**src/rtl/matmul_seq_pkg.sv**
```systemverilog
// Shared types and helpers for the matmul_sequencer streaming front end.
package matmul_seq_pkg;

  typedef enum logic [2:0] {
    IDLE   = 3'd0,
    LOAD_A = 3'd1,
    LOAD_B = 3'd2,
    SETTLE = 3'd3,
    DRAIN  = 3'd4
  } state_e;

  // Number of elements in an N x N matrix.
  function automatic int elem_count(input int n);
    return n * n;
  endfunction

  // Width of an element index for an N x N matrix, never narrower than 1 bit.
  function automatic int idx_width(input int n);
    return ($clog2(n * n) < 1) ? 1 : $clog2(n * n);
  endfunction

  localparam int DEFAULT_MATRIX_SIZE = 2;
  localparam int IDX_W = idx_width(DEFAULT_MATRIX_SIZE);

endpackage

```
**src/rtl/matmul_sequencer.sv**
```systemverilog
// Streaming sequencer around a combinational N x N matrix multiplier.
// Loads A and B one element per beat, holds them on mat_a/mat_b while the
// external multiplier settles, captures mul into result and streams it out.
// The path mat_a/mat_b -> multiplier -> result_q is a multicycle path of
// SETTLE_CYCLES and must be constrained as such.
module matmul_sequencer
  import matmul_seq_pkg::*;
#(
  parameter int DATA_WIDTH    = 8,
  parameter int MATRIX_SIZE   = 2,
  parameter int SETTLE_CYCLES = 2
) (
  input  logic                                              clk,
  input  logic                                              rst,
  input  logic                                              start,
  input  logic                                              keep_b,
  input  logic [DATA_WIDTH-1:0]                             in_data,
  input  logic                                              in_valid,
  output logic                                              in_ready,
  output logic [MATRIX_SIZE*MATRIX_SIZE*DATA_WIDTH-1:0]     mat_a,
  output logic [MATRIX_SIZE*MATRIX_SIZE*DATA_WIDTH-1:0]     mat_b,
  input  logic [MATRIX_SIZE*MATRIX_SIZE*DATA_WIDTH-1:0]     mul,
  output logic [DATA_WIDTH-1:0]                             out_data,
  output logic                                              out_valid,
  input  logic                                              out_ready,
  output logic                                              out_last,
  output logic                                              busy
);

  localparam int ELEMS = elem_count(MATRIX_SIZE);
  localparam int IW    = idx_width(MATRIX_SIZE);
  localparam int VW    = ELEMS * DATA_WIDTH;
  localparam int CW    = (SETTLE_CYCLES > 1) ? $clog2(SETTLE_CYCLES) : 1;
  localparam logic [IW-1:0] IDX_LAST = IW'(ELEMS - 1);
  localparam logic [CW-1:0] CNT_INIT = CW'(SETTLE_CYCLES - 1);

  state_e          state_q, state_d;
  logic [IW-1:0]   idx_q, idx_d;
  logic [CW-1:0]   cnt_q, cnt_d;
  logic            b_loaded_q, b_loaded_d;
  logic            skip_b_q, skip_b_d;
  logic [VW-1:0]   mat_a_q, mat_a_d;
  logic [VW-1:0]   mat_b_q, mat_b_d;
  logic [VW-1:0]   result_q, result_d;
  logic [DATA_WIDTH-1:0] res_elem_s;

  // State register and all datapath registers.
  always_ff @(posedge clk or posedge rst) begin
    if (rst) begin
      state_q    <= IDLE;
      idx_q      <= '0;
      cnt_q      <= '0;
      b_loaded_q <= 1'b0;
      skip_b_q   <= 1'b0;
      mat_a_q    <= '0;
      mat_b_q    <= '0;
      result_q   <= '0;
    end else begin
      state_q    <= state_d;
      idx_q      <= idx_d;
      cnt_q      <= cnt_d;
      b_loaded_q <= b_loaded_d;
      skip_b_q   <= skip_b_d;
      mat_a_q    <= mat_a_d;
      mat_b_q    <= mat_b_d;
      result_q   <= result_d;
    end
  end

  // Next-state logic: operand loading, settle countdown and drain indexing.
  always_comb begin
    state_d    = state_q;
    idx_d      = idx_q;
    cnt_d      = cnt_q;
    b_loaded_d = b_loaded_q;
    skip_b_d   = skip_b_q;
    mat_a_d    = mat_a_q;
    mat_b_d    = mat_b_q;
    result_d   = result_q;
    case (state_q)
      IDLE: begin
        if (start) begin
          // B may be skipped only if one has actually been loaded since reset.
          skip_b_d = keep_b & b_loaded_q;
          idx_d    = '0;
          state_d  = LOAD_A;
        end else begin
          state_d = IDLE;
        end
      end
      LOAD_A: begin
        if (in_valid) begin
          for (int i = 0; i < ELEMS; i++) begin
            if (idx_q == IW'(i)) begin
              mat_a_d[i*DATA_WIDTH +: DATA_WIDTH] = in_data;
            end else begin
              mat_a_d[i*DATA_WIDTH +: DATA_WIDTH] = mat_a_q[i*DATA_WIDTH +: DATA_WIDTH];
            end
          end
          if (idx_q == IDX_LAST) begin
            idx_d = '0;
            if (skip_b_q) begin
              cnt_d   = CNT_INIT;
              state_d = SETTLE;
            end else begin
              state_d = LOAD_B;
            end
          end else begin
            idx_d = idx_q + IW'(1);
          end
        end else begin
          state_d = LOAD_A;
        end
      end
      LOAD_B: begin
        if (in_valid) begin
          for (int i = 0; i < ELEMS; i++) begin
            if (idx_q == IW'(i)) begin
              mat_b_d[i*DATA_WIDTH +: DATA_WIDTH] = in_data;
            end else begin
              mat_b_d[i*DATA_WIDTH +: DATA_WIDTH] = mat_b_q[i*DATA_WIDTH +: DATA_WIDTH];
            end
          end
          if (idx_q == IDX_LAST) begin
            idx_d      = '0;
            b_loaded_d = 1'b1;
            cnt_d      = CNT_INIT;
            state_d    = SETTLE;
          end else begin
            idx_d = idx_q + IW'(1);
          end
        end else begin
          state_d = LOAD_B;
        end
      end
      SETTLE: begin
        if (cnt_q == '0) begin
          result_d = mul;
          idx_d    = '0;
          state_d  = DRAIN;
        end else begin
          cnt_d = cnt_q - CW'(1);
        end
      end
      DRAIN: begin
        if (out_ready) begin
          if (idx_q == IDX_LAST) begin
            idx_d   = '0;
            state_d = IDLE;
          end else begin
            idx_d = idx_q + IW'(1);
          end
        end else begin
          state_d = DRAIN;
        end
      end
      default: begin
        state_d = IDLE;
        idx_d   = '0;
      end
    endcase
  end

  // Select the result element addressed by idx.
  always_comb begin
    res_elem_s = '0;
    for (int i = 0; i < ELEMS; i++) begin
      if (idx_q == IW'(i)) begin
        res_elem_s = result_q[i*DATA_WIDTH +: DATA_WIDTH];
      end else begin
        res_elem_s = res_elem_s;
      end
    end
  end

  // Outputs decoded from registered state only; no handshake input feeds them.
  always_comb begin
    in_ready  = (state_q == LOAD_A) || (state_q == LOAD_B);
    busy      = (state_q != IDLE);
    out_valid = (state_q == DRAIN);
    out_last  = (state_q == DRAIN) && (idx_q == IDX_LAST);
    mat_a     = mat_a_q;
    mat_b     = mat_b_q;
    if (state_q == DRAIN) begin
      out_data = res_elem_s;
    end else begin
      out_data = '0;
    end
  end

endmodule

```
**config.mk**
```make
export PLATFORM = sky130hd
export DESIGN_NAME = matmul_sequencer
export DESIGN_NICKNAME = d
export VERILOG_FILES = /design/src/rtl/matmul_seq_pkg.sv /design/src/rtl/matmul_sequencer.sv
export SDC_FILE = /design/constraint.sdc
export NUM_CORES = 1
export LEC_CHECK = 0
export BUFFER_PORTS_ARGS = -buffer_cell sky130_fd_sc_hd__buf_2
export CAP_MARGIN = 20
export CORE_UTILIZATION = 25
export CTS_CLUSTER_DIAMETER = 40
export DETAILED_ROUTE_END_ITERATION = 12
export GPL_TIMING_DRIVEN = 1
export SETUP_SLACK_MARGIN = 0.02
export SYNTH_ARGS = -nofsm -noshare
export SYNTH_HDL_FRONTEND = slang
export SYNTH_SLANG_ARGS = --single-unit
```
**constraint.sdc**
```tcl
create_clock -name clk -period 3.81 [get_ports clk]
set_clock_uncertainty 0.1 [all_clocks]
set_input_delay 0.381 -clock clk [delete_from_list [all_inputs] [get_ports clk]]
set_output_delay 0.381 -clock clk [all_outputs]
set_load 0.02 [all_outputs]
```
Yosys cells after proc, flatten, opt, wreduce, memory -nomap -nowiden
Index checks and enable logic that the tools add are counted.
{ "word_totals": {"ff_bits": 104, "latch_bits": 0, "mem_bits_rw": 0, "mem_bits_ro": 0, "output_inout_bits": 76, "memories": 0} }
{ "op_classes": {"n_addsub": 2, "multipliers": 0, "div_mod_pow": 0, "order_cmp": 0, "n_eq_ne": 19, "shifts": 0, "muxes": 28, "n_bitwise": 2, "n_reduce_logical": 20} }
{ "op_table": {"columns": ["operator", "n"], "rows": [
  ["$mux W8", 5],
  ["$reduce_and A3 Y1", 8],
  ["$mux W3", 7],
  ["$pmux W3 S5", 1],
  ["$ne A2 B2 Y1 const B", 7],
  ["$mux W2", 5],
  ["$mux W1", 8],
  ["$pmux W2 S4", 1],
  ["$reduce_and A4 Y1", 2],
  ["$eq A3 B2 Y1 const B", 2],
  ["$ne A3 B3 Y1 const B", 2],
  ["$reduce_and A6 Y1", 1],
  ["$reduce_bool A3 Y1", 2],
  ["$eq A2 B2 Y1 const B", 2],
  ["$ne A2 B1 Y1 const B", 2],
  ["$reduce_and A2 Y1", 2],
  ["$eq A3 B1 Y1 const B", 1],
  ["$eq A3 B3 Y1 const B", 1],
  ["$logic_not A3 Y1", 1],
  ["$ne A3 B2 Y1 const B", 1],
  ["$pmux W1 S3", 1],
  ["$add A2 B1 Y2 const B", 1],
  ["$eq A2 B1 Y1 const B", 1],
  ["$logic_not A2 Y1", 1],
  ["6 further kinds", 6]
]} }

Longest topological paths before layout
Gate-level depths: netlist (run 1).
{ "depth": {"word_depth": 6, "mapped_depth": 8, "depth_no_buf": 6} }

Worst setup path before layout (run 1)
No wires, ideal clock.
{ "synth_path": {"path_kind": "register to output", "from": "reg idx_q[1]", "to": "out out_data[3]", "t_arrival_ns": 1.752, "required_time_ns": 3.329, "setup_slack_ns": 1.577, "stages_incl_launch_ff": 9, "n_path_buf": 2, "cell_sequence": "dfrtp_1 inv_1 ha_1 clkbuf_1 clkbuf_1 nand2_1 o21ai_0 mux2i_1 o21ai_0"} }
{ "synth_via": {"elab_chain_cells": 6} }
{ "synth_rtl": {"columns": ["item", "line_no", "text"], "rows": [
  ["start, declared", "matmul_sequencer.sv:38", "logic [IW-1:0] idx_q, idx_d;"],
  ["start signal, assigned", "matmul_sequencer.sv:60", "idx_q <= idx_d;"],
  ["$logic_not A2 Y1", "matmul_sequencer.sv:168", "if (idx_q == IW'(i)) begin"],
  ["$mux W8 (3 in a row)", "matmul_sequencer.sv:168", null],
  ["$mux W8 (*)", "matmul_sequencer.sv:168", null],
  ["$mux W8 (*)", "matmul_sequencer.sv:184", "if (state_q == DRAIN) begin"],
  ["end, declared", "matmul_sequencer.sv:23", "output logic [DATA_WIDTH-1:0] out_data,"]
]} }
Mark *: on every way between the ends. The rest lies on a longest branch, timed or not.

Worst setup path after layout (run 1)
{ "layout_path": {"from": "reg state_q[2]", "to": "out out_data[4]"} }
{ "layout_via": {"elab_chain_cells": 2} }
{ "layout_rtl": {"columns": ["item", "line_no", "text"], "rows": [
  ["start, declared", "matmul_sequencer.sv:37", "state_e state_q, state_d;"],
  ["start signal, assigned", "matmul_sequencer.sv:59", "state_q <= state_d;"],
  ["$eq A3 B3 Y1", "matmul_sequencer.sv:184", null],
  ["$mux W8", "matmul_sequencer.sv:184", null]
]} }
No other way between the ends.

==> out/summary.txt, run 1 <==
DIE HEIGHT: 135 µm
Tmin final: 2.58 ns
worst-case clock buffer depth: 2
area grow syn2layout: 27.5%
total power: 4.26 mW
Yosys top cell by area: dfrtp_1
critical path arrival: 2.10 ns
Final #Nets: 497
total CTS buffers: 9
Yosys cell types: 32
final hold violations: 0
antenna diode count: 0
CP Buf/Inv Count: 2
GRT Overall Usage: 0.128
global placer's final weighted congestion: 0.875
Worst path max stage delay: 0.60 ns
crit path kind: flip-flop to primary output
Synth Net Count: 374
fin. max-slew vios: 0
flops & latches, synth: 104
vias in the first global route: 3042
maxcap violations: 0
TNS Setup: 0 ns
Comb power frac: 0.341
worst hold slack: 0.154 ns
Final Cell Area: 5670 µm²
final critical-path share of the clock period: 0.678
syn_area_per_cell: 13.7 µm²
per-cell routed wire length: 16.6 µm
CP Max Fanout: 13
Root Driver: clkbuf_16
Clock Sink Count: 104
layout cells sized above 1: 0.544
leak pwr: 2.75 nW
Power Internal: 2.76 mW
placed insts: 659
routed wire length: 11200 µm
post-synthesis instance area: 4450 µm²
Sw Ratio: 0.353
H-tree depth: 3
vias: 2989
Ys Warns: 0
CP delay by family, top: flip-flops
pwr/cell area: 752 nW/µm²
grt met1 use: 0.164
Crit. End Element: primary output
CP max stage cell: dfrtp_1
DIE WIDTH: 135 µm
Fmax: 0.387 GHz
non-filler cells, final: 677
Overflow after GRT: 0
post-placement cell area: 5300 µm²
drt first pass iters: 4
VDD IR-drop max: 0.402 mV
CTS tree: built
critical path, cell by cell: nor3b_1 -> buf_4 -> nand2b_1 -> o21ai_0 -> buf_2
Max-slew headroom: 0.549
RSZ-0062 raised after global routing: no
switching pwr: 1.51 mW
Area contributors post-synth: dfrtp_1 (59%), mux2_2 (24%), mux2i_1 (2.3%), o21ai_0 (2.0%), nand2_1 (2.0%)
# IOs: 122
worst skew pair latency: 0.34 ns
M3 GR Usage: 0.0419
pin count of the biggest net entering global routing: 85
final count of negative-setup-slack endpoints: 0
post-synthesis sequential area ratio: 0.585
top cell type's share of synthesized area: 0.585
first-pass GRT wire length: 17400 µm
row cnt: 48
Initial Utilization: 0.256
number of DRC markers in iteration 0: 91
drc violations: 0
Crit path required time: 3.33 ns
run status: finished, final reports clean
GR met2 Demand/Resource: 0.204
Worst Hold Class: input pin to flip-flop
initial antenna violation count: 0
input/output buffers: 121
Syn Inst Count: 324
Die Area: 18300 µm²
antenna-violating nets left: 0
clk slew on worst S/H paths: 0.07 ns
Worst-Margin Slew: 0.674 ns
Clock Power Share: 0.242
CORE AREA: 17400 µm²
sequential power share: 0.417
CP Launch Type: flip-flop
dpl hpwl: 7880 µm
Via density: 4.42
Top Usage Layer GRT: met2
power groups by stage:
stage / clock [mW] / sequential, mW / combinational (mW)
floorplan: 0 / 2.04 / 0.718
global placement: 0 / 1.78 / 1.44
detailed placement: 0 / 1.80 / 1.47
CTS: 1.06 / 1.78 / 1.47
global route: 1.10 / 1.84 / 1.57
finish: 1.03 / 1.78 / 1.45
logic make-up (layout without fill, tap and decap cells):
logic type | after synthesis | after routing | synth area share
mux | 106 | 106 | 0.266
compound gates | 29 | 29 | 0.0380
flops | 104 | 104 | 0.585
fa+ha+maj | 4 | 4 | 0.0113
buf+inv | 20 | 148 | 0.0200
simple gates | 61 | 61 | 0.0802
metrics by stage:
| step | utilization | setup slack (ns) |
|---|---|---|
| 6_report | 0.327 | 1.23 |
| 5_1_grt | 0.327 | 1.02 |
| 4_1_cts | 0.324 | 1.20 |
| 2_1_floorplan | - | 0.597 |
| 3_3_place_gp | 0.305 | 1.54 |
| 3_5_place_dp | 0.305 | 1.50 |
cell type report:
cell class | instances | area, µm²
clock buffer | 9 | 225
clock inverter | 7 | 106
fill | 1754 | 11700
inverter | 6 | 25.0
multi-input combinational | 200 | 1760
sequential | 104 | 2600
tap | 225 | 282
timing repair buffer | 126 | 666
worst paths after layout:
path	startpoint	endpoint	slack (ns)	cells after the start
hold / removal	mul[7]	result_q[7]	0.15	2
setup reg to reg	idx_q[0]	mat_a[16]	1.55	5
hold reg to reg	b_loaded_q	b_loaded_q	0.37	1
setup / recovery	state_q[2]	out_data[4]	1.23	5
max in group asynchronous	rst	mat_a[9]	2.19	5
min in group asynchronous	rst	mat_a[26]	0.47	3
Yosys cell counts, drive strengths merged:
| master | n |
|---|---|
| a2111oi | 1 |
| nor2 | 11 |
| a211oi | 2 |
| dfrtp | 104 |
| or2 | 1 |
| a21o | 1 |
| nand3b | 1 |
| and2 | 1 |
| mux2i | 10 |
| nand3 | 8 |
| a21oi | 2 |
| ha | 4 |
| nor2b | 3 |
| o22a | 1 |
| or4 | 1 |
| a31oi | 3 |
| nand2 | 24 |
| clkbuf | 5 |
| o21ai | 18 |
| nand2b | 3 |
| inv | 6 |
| or3 | 2 |
| o2bb2ai | 1 |
| nor3 | 3 |
| nor3b | 2 |
| mux2 | 96 |
| buf | 9 |
| and4bb | 1 |
state kept, by name, summed over array words and instances, names as in the netlist:
name and count:
state_q 3, skip_b_q 1, mat_a 32, mat_b 32
idx_q 2, cnt_q 1, result_q 32, b_loaded_q 1
repair_timing:
| action | CTS | global route |
|---|---|---|
| setup buffers | 0 | 0 |
| hold endpoints to repair | 0 | 29 |
| resized for setup | 0 | 0 |
| hold buffers | 0 | 1 |
placed cells by master (no fill, tap or decap), types with 2 or more instances in the layout:
cell / instances
mux2i_1: 10
clkbuf_16: 9
o21ai_0: 18
buf_4: 3
a31oi_1: 3
nand3_1: 8
inv_1: 5
buf_2: 121
mux2_2: 94
inv_6: 4
nand2_1: 24
nor3_1: 2
or3_1: 2
nor2_4: 8
nor3b_1: 2
nand2b_1: 3
nor2_1: 3
mux2_1: 2
bufinv_16: 2
nor2b_1: 3
ha_1: 4
dfrtp_1: 104
a21oi_1: 2
a211oi_1: 2
worst register-to-register path: stages, from the launching register on:
cell and delay [ns]:
dfrtp_1 0.40, inv_1 0.12, ha_1 0.49, nand2_1 0.25, nor2_4 0.39, mux2_2 0.39
layer usage:
layer	vias up	share of wire
met1	1487	0.44
met4	0	0.012
li1	1393	-
met2	98	0.48
met5	-	0
met3	11	0.067
Power figures use the tool's default switching activity.
==> run 2: changes to the inputs <==
==> constraint.sdc (replaced) <==
create_clock -name clk -period 2.65 [get_ports clk]
set_clock_uncertainty 0.1 [all_clocks]
set_input_delay 0.265 -clock clk [delete_from_list [all_inputs] [get_ports clk]]
set_output_delay 0.265 -clock clk [all_outputs]
set_load 0.02 [all_outputs]
==> out/summary.txt, run 2 (synthesized netlist as in run 1, its figures left out) <==
run status: finished, final reports clean
dpl hpwl: 8330 µm
Crit path required time: 2.29 ns
final hold violations: 0
Overflow after GRT: 0
CP Launch Type: flip-flop
input/output buffers: 121
row cnt: 48
VDD IR-drop max: 0.450 mV
Fillers: 1716
post-placement cell area: 5330 µm²
most frequent cells in the layout: buf_2 (121), dfrtp_1 (103), mux2_2 (94), nand2_1 (24), o21ai_0 (18)
critical path arrival: 2.05 ns
worst skew pair latency: 0.35 ns
CORE AREA: 17400 µm²
drc violations: 0
Root Driver: clkbuf_16
Comb power frac: 0.344
most common cell after layout, fill and taps aside: buf_2
Register Area: 2600 µm²
vias in the first global route: 3096
Tmin final: 2.41 ns
CP max stage cell: dfrtp_1
Clock Power Share: 0.228
pwr/cell area: 1070 nW/µm²
Top Layer Used: met4
layout cells sized above 1: 0.554
CTS tree: built
CP delay by family, top: flip-flops
DIE HEIGHT: 135 µm
initial antenna violation count: 0
CP Max Fanout: 14
final count of negative-setup-slack endpoints: 0
clk slew on worst S/H paths: 0.07 ns
Crit. End Element: primary output
Power Internal: 3.89 mW
final setup margin: 0.235 ns
Via density: 4.45
Final Cell Area: 5660 µm²
total CTS buffers: 9
DIE WIDTH: 135 µm
Worst-Margin Slew: 0.537 ns
routed wire length: 11600 µm
vias: 3020
# IOs: 122
leak pwr: 2.73 nW
Die Area: 18300 µm²
antenna-violating nets left: 0
final critical-path share of the clock period: 0.911
global placer's final weighted congestion: 0.819
sequential power share: 0.428
number of DRC markers in iteration 0: 102
fin. max-slew vios: 0
switching pwr: 2.15 mW
area grow syn2layout: 27.2%
WL met1: 5030 µm
per-cell routed wire length: 17.1 µm
Worst Hold Class: input pin to flip-flop
Met2 Routed Length: 5560 µm
maxcap violations: 0
Fmax: 0.414 GHz
Clock Sink Count: 104
Finished Core Util: 0.326
met3 WL: 711 µm
crit path kind: flip-flop to primary output
RSZ-0062 raised after global routing: no
drt first pass iters: 6
critical path, cell by cell: ha_1 -> nand2b_2 -> o21ai_0 -> buf_2
antenna diode count: 0
Initial Utilization: 0.256
CP Buf/Inv Count: 1
area of the multi-input gates: 1780 µm²
H-tree depth: 3
Sw Ratio: 0.356
Final #Nets: 498
total power: 6.05 mW
Worst path max stage delay: 0.41 ns
worst-case clock buffer depth: 2
GRT Overall Usage: 0.133
TNS Setup: 0 ns
first-pass GRT wire length: 17700 µm
pin count of the biggest net entering global routing: 62
Max-slew headroom: 0.642
# Post-CTS Setup Buffers: 0
pre-CTS WS: 0.457 ns
-- run 2: metal layers --
metal	global-route usage	vias to the layer above
li1	-	1395
met1	0.161	1494
met2	0.216	113
met3	0.0426	18
met4	0.0556	0
met5	0	-
-- run 2: layout make-up --
class / count / area share
clock buffers: 11 / 0.0429
clock inverters: 5 / 0.0108
inverters: 6 / 0.00464
multi-input cells: 200 / 0.314
flip-flops and latches: 104 / 0.460
well taps: 225 / 0.0498
repair buffers: 127 / 0.118
-- run 2: through the flow --
step	hold WS, ns	instances
floorplan	0.300	324
global placement	0.151	661
detailed placement	0.163	661
CTS	0.0212	678
global route	0.0182	678
finish	0.0374	678
-- run 2: final timing paths --
check | startpoint | cells past startpoint | end | slack (ns)
hold / removal | mul[0] | 2 | result_q[0] | 0.04
setup / recovery | idx_q[0] | 4 | out_data[5] | 0.24
setup reg to reg | idx_q[0] | 4 | mat_b[31] | 0.49
hold reg to reg | b_loaded_q | 1 | b_loaded_q | 0.38
max in group asynchronous | rst | 4 | state_q[2] | 1.38
min in group asynchronous | rst | 3 | mat_b[26] | 0.32
-- run 2: timing repair --
item	4_1_cts	5_1_grt
hold buffers	1	0
endpoints found under the setup margin	0	8
resized for setup	0	5
endpoints found under the hold margin	9	0
-- run 2: power by group through the flow --
stage | clock network (mW) | registers (mW) | logic (mW)
2_1_floorplan | 0 | 2.93 | 1.03
3_3_place_gp | 0 | 2.60 | 2.06
3_5_place_dp | 0 | 2.61 | 2.11
4_1_cts | 1.43 | 2.59 | 2.11
5_1_grt | 1.50 | 2.66 | 2.26
6_report | 1.38 | 2.59 | 2.08
==> run 3: changes to the inputs <==
--- a/config.mk
+++ b/config.mk
@@ -7,10 +7,13 @@
 export LEC_CHECK = 0
 export BUFFER_PORTS_ARGS = -buffer_cell sky130_fd_sc_hd__buf_2
 export CAP_MARGIN = 20
+export CELL_PAD_IN_SITES_DETAIL_PLACEMENT = 0
+export CELL_PAD_IN_SITES_GLOBAL_PLACEMENT = 1
 export CORE_UTILIZATION = 25
-export CTS_CLUSTER_DIAMETER = 40
+export CTS_CLUSTER_DIAMETER = 50
 export DETAILED_ROUTE_END_ITERATION = 12
 export GPL_TIMING_DRIVEN = 1
+export PLACE_DENSITY_LB_ADDON = 0.1
 export SETUP_SLACK_MARGIN = 0.02
 export SYNTH_ARGS = -nofsm -noshare
 export SYNTH_HDL_FRONTEND = slang
==> out/summary.txt, run 3 (synthesized netlist as in run 1, its figures left out) <==
most common cell after layout, fill and taps aside: buf_2
most frequent cells in the layout: buf_2 (121), dfrtp_1 (104), mux2_2 (94), nand2_1 (24), o21ai_0 (18)
Comb power frac: 0.355
number of DRC markers in iteration 0: 112
CP delay by family, top: compound AO/OA/AOI/OAI gates
Crit path required time: 2.29 ns
worst skew pair latency: 0.35 ns
layout cells sized above 1: 0.550
global placer's final weighted congestion: 0.724
critical path arrival: 2.02 ns
DIE HEIGHT: 135 µm
crit path kind: flip-flop to primary output
clk slew on worst S/H paths: 0.07 ns
TNS Setup: 0 ns
Sw Ratio: 0.356
input/output buffers: 121
pwr/cell area: 1050 nW/µm²
initial antenna violation count: 0
drc violations: 0
critical path, cell by cell: inv_1 -> ha_2 -> nand2_1 -> o21ai_0 -> mux2i_1 -> o21ai_0 -> buf_2
Post-CTS Hold Fix Bufs: 0
dpl hpwl: 8190 µm
maxcap violations: 0
VDD IR-drop max: 0.372 mV
Worst-Margin Slew: 0.695 ns
drt first pass iters: 4
Crit. End Element: primary output
total power: 5.92 mW
worst-case clock buffer depth: 2
Power Internal: 3.81 mW
antenna-violating nets left: 0
Overflow after GRT: 0
vias in the first global route: 3120
CTS tree: built
first-pass GRT wire length: 18200 µm
CP Max Fanout: 9
routed wire length: 11700 µm
pin count of the biggest net entering global routing: 56
Root Driver: clkbuf_16
antenna diode count: 0
sequential power share: 0.430
GRT Overall Usage: 0.136
Die Area: 18300 µm²
Clock Power Share: 0.215
Clock Sink Count: 104
DIE WIDTH: 135 µm
row cnt: 48
Fmax: 0.419 GHz
CP Buf/Inv Count: 2
fin. max-slew vios: 0
final count of negative-setup-slack endpoints: 0
final critical-path share of the clock period: 0.900
Final #Nets: 500
H-tree depth: 3
run status: finished, final reports clean
Via density: 4.34
switching pwr: 2.10 mW
vias: 2942
# IOs: 122
per-cell routed wire length: 17.2 µm
area grow syn2layout: 26.3%
leak pwr: 2.72 nW
Tmin final: 2.38 ns
final hold violations: 0
Max-slew headroom: 0.537
Most common cell on crit path: o21ai_0
CORE AREA: 17400 µm²
Worst Hold Class: input pin to asynchronous set/reset pin
CP max stage cell: dfrtp_1
CP Launch Type: flip-flop
total CTS buffers: 9
RSZ-0062 raised after global routing: no
Initial Utilization: 0.256
Worst path max stage delay: 0.40 ns
[run 3: area by class of cell]
| type | count | area, µm² |
|---|---|---|
| fillers | 1796 | 11700 |
| flip-flops and latches | 104 | 2600 |
| multi-input cells | 200 | 1770 |
| repair buffers | 129 | 666 |
| well taps | 225 | 282 |
| clock buffers | 11 | 253 |
| inverters | 6 | 26.3 |
| clock inverters | 3 | 25.0 |
[run 3: worst paths after layout]
path                            start           end  slack (ns)  cells after the start
setup / recovery             idx_q[0]   out_data[2]        0.27                      7
hold / removal                    rst   result_q[2]        0.03                      3
setup reg to reg           state_q[0]  result_q[30]        0.63                      4
hold reg to reg            b_loaded_q    b_loaded_q        0.38                      1
max in group asynchronous         rst      mat_b[3]        1.94                      3
min in group clk               mul[0]   result_q[0]        0.04                      2
[run 3: per-layer routing]
metal	vias to the layer above	share of wire	global-route usage
li1	1399	-	-
met1	1450	0.45	0.170
met3	10	0.071	0.0542
met4	0	0.0099	0.0337
met5	-	0	0
met2	83	0.47	0.220
[run 3: repair_timing]
| action | CTS | global route |
|---|---|---|
| gates resized for setup | 0 | 1 |
| setup endpoints to repair | 0 | 2 |
| setup buffers | 0 | 0 |
[run 3: power groups by stage]
stage	clock, mW	combinational [mW]	sequential (mW)
2_1_floorplan	0	1.03	2.93
3_3_place_gp	0	2.13	2.57
3_5_place_dp	0	2.15	2.58
4_1_cts	1.33	2.15	2.56
5_1_grt	1.39	2.29	2.64
6_report	1.27	2.10	2.54
[run 3: stage by stage]
step | setup WS, ns | std cells | cell area, µm² | hold slack [ns] | utilization
CTS | 0.116 | 678 | 5620 | 0.0247 | 0.324
floorplan | 0.533 | 324 | 4450 | 0.300 | -
finish | 0.266 | 678 | 5620 | 0.0267 | 0.324
global placement | 0.526 | 664 | 5340 | 0.356 | 0.308
detailed placement | 0.456 | 664 | 5340 | 0.361 | 0.308
global route | 0.0625 | 678 | 5620 | 0.0227 | 0.324
[run 3: worst register-to-register path, delay by kind of cell (launching register included)]
family,cells,cell delay [ns]
simple gates,2,0.37
buf+inv,1,0.42
mux,1,0.42
flops,1,0.59
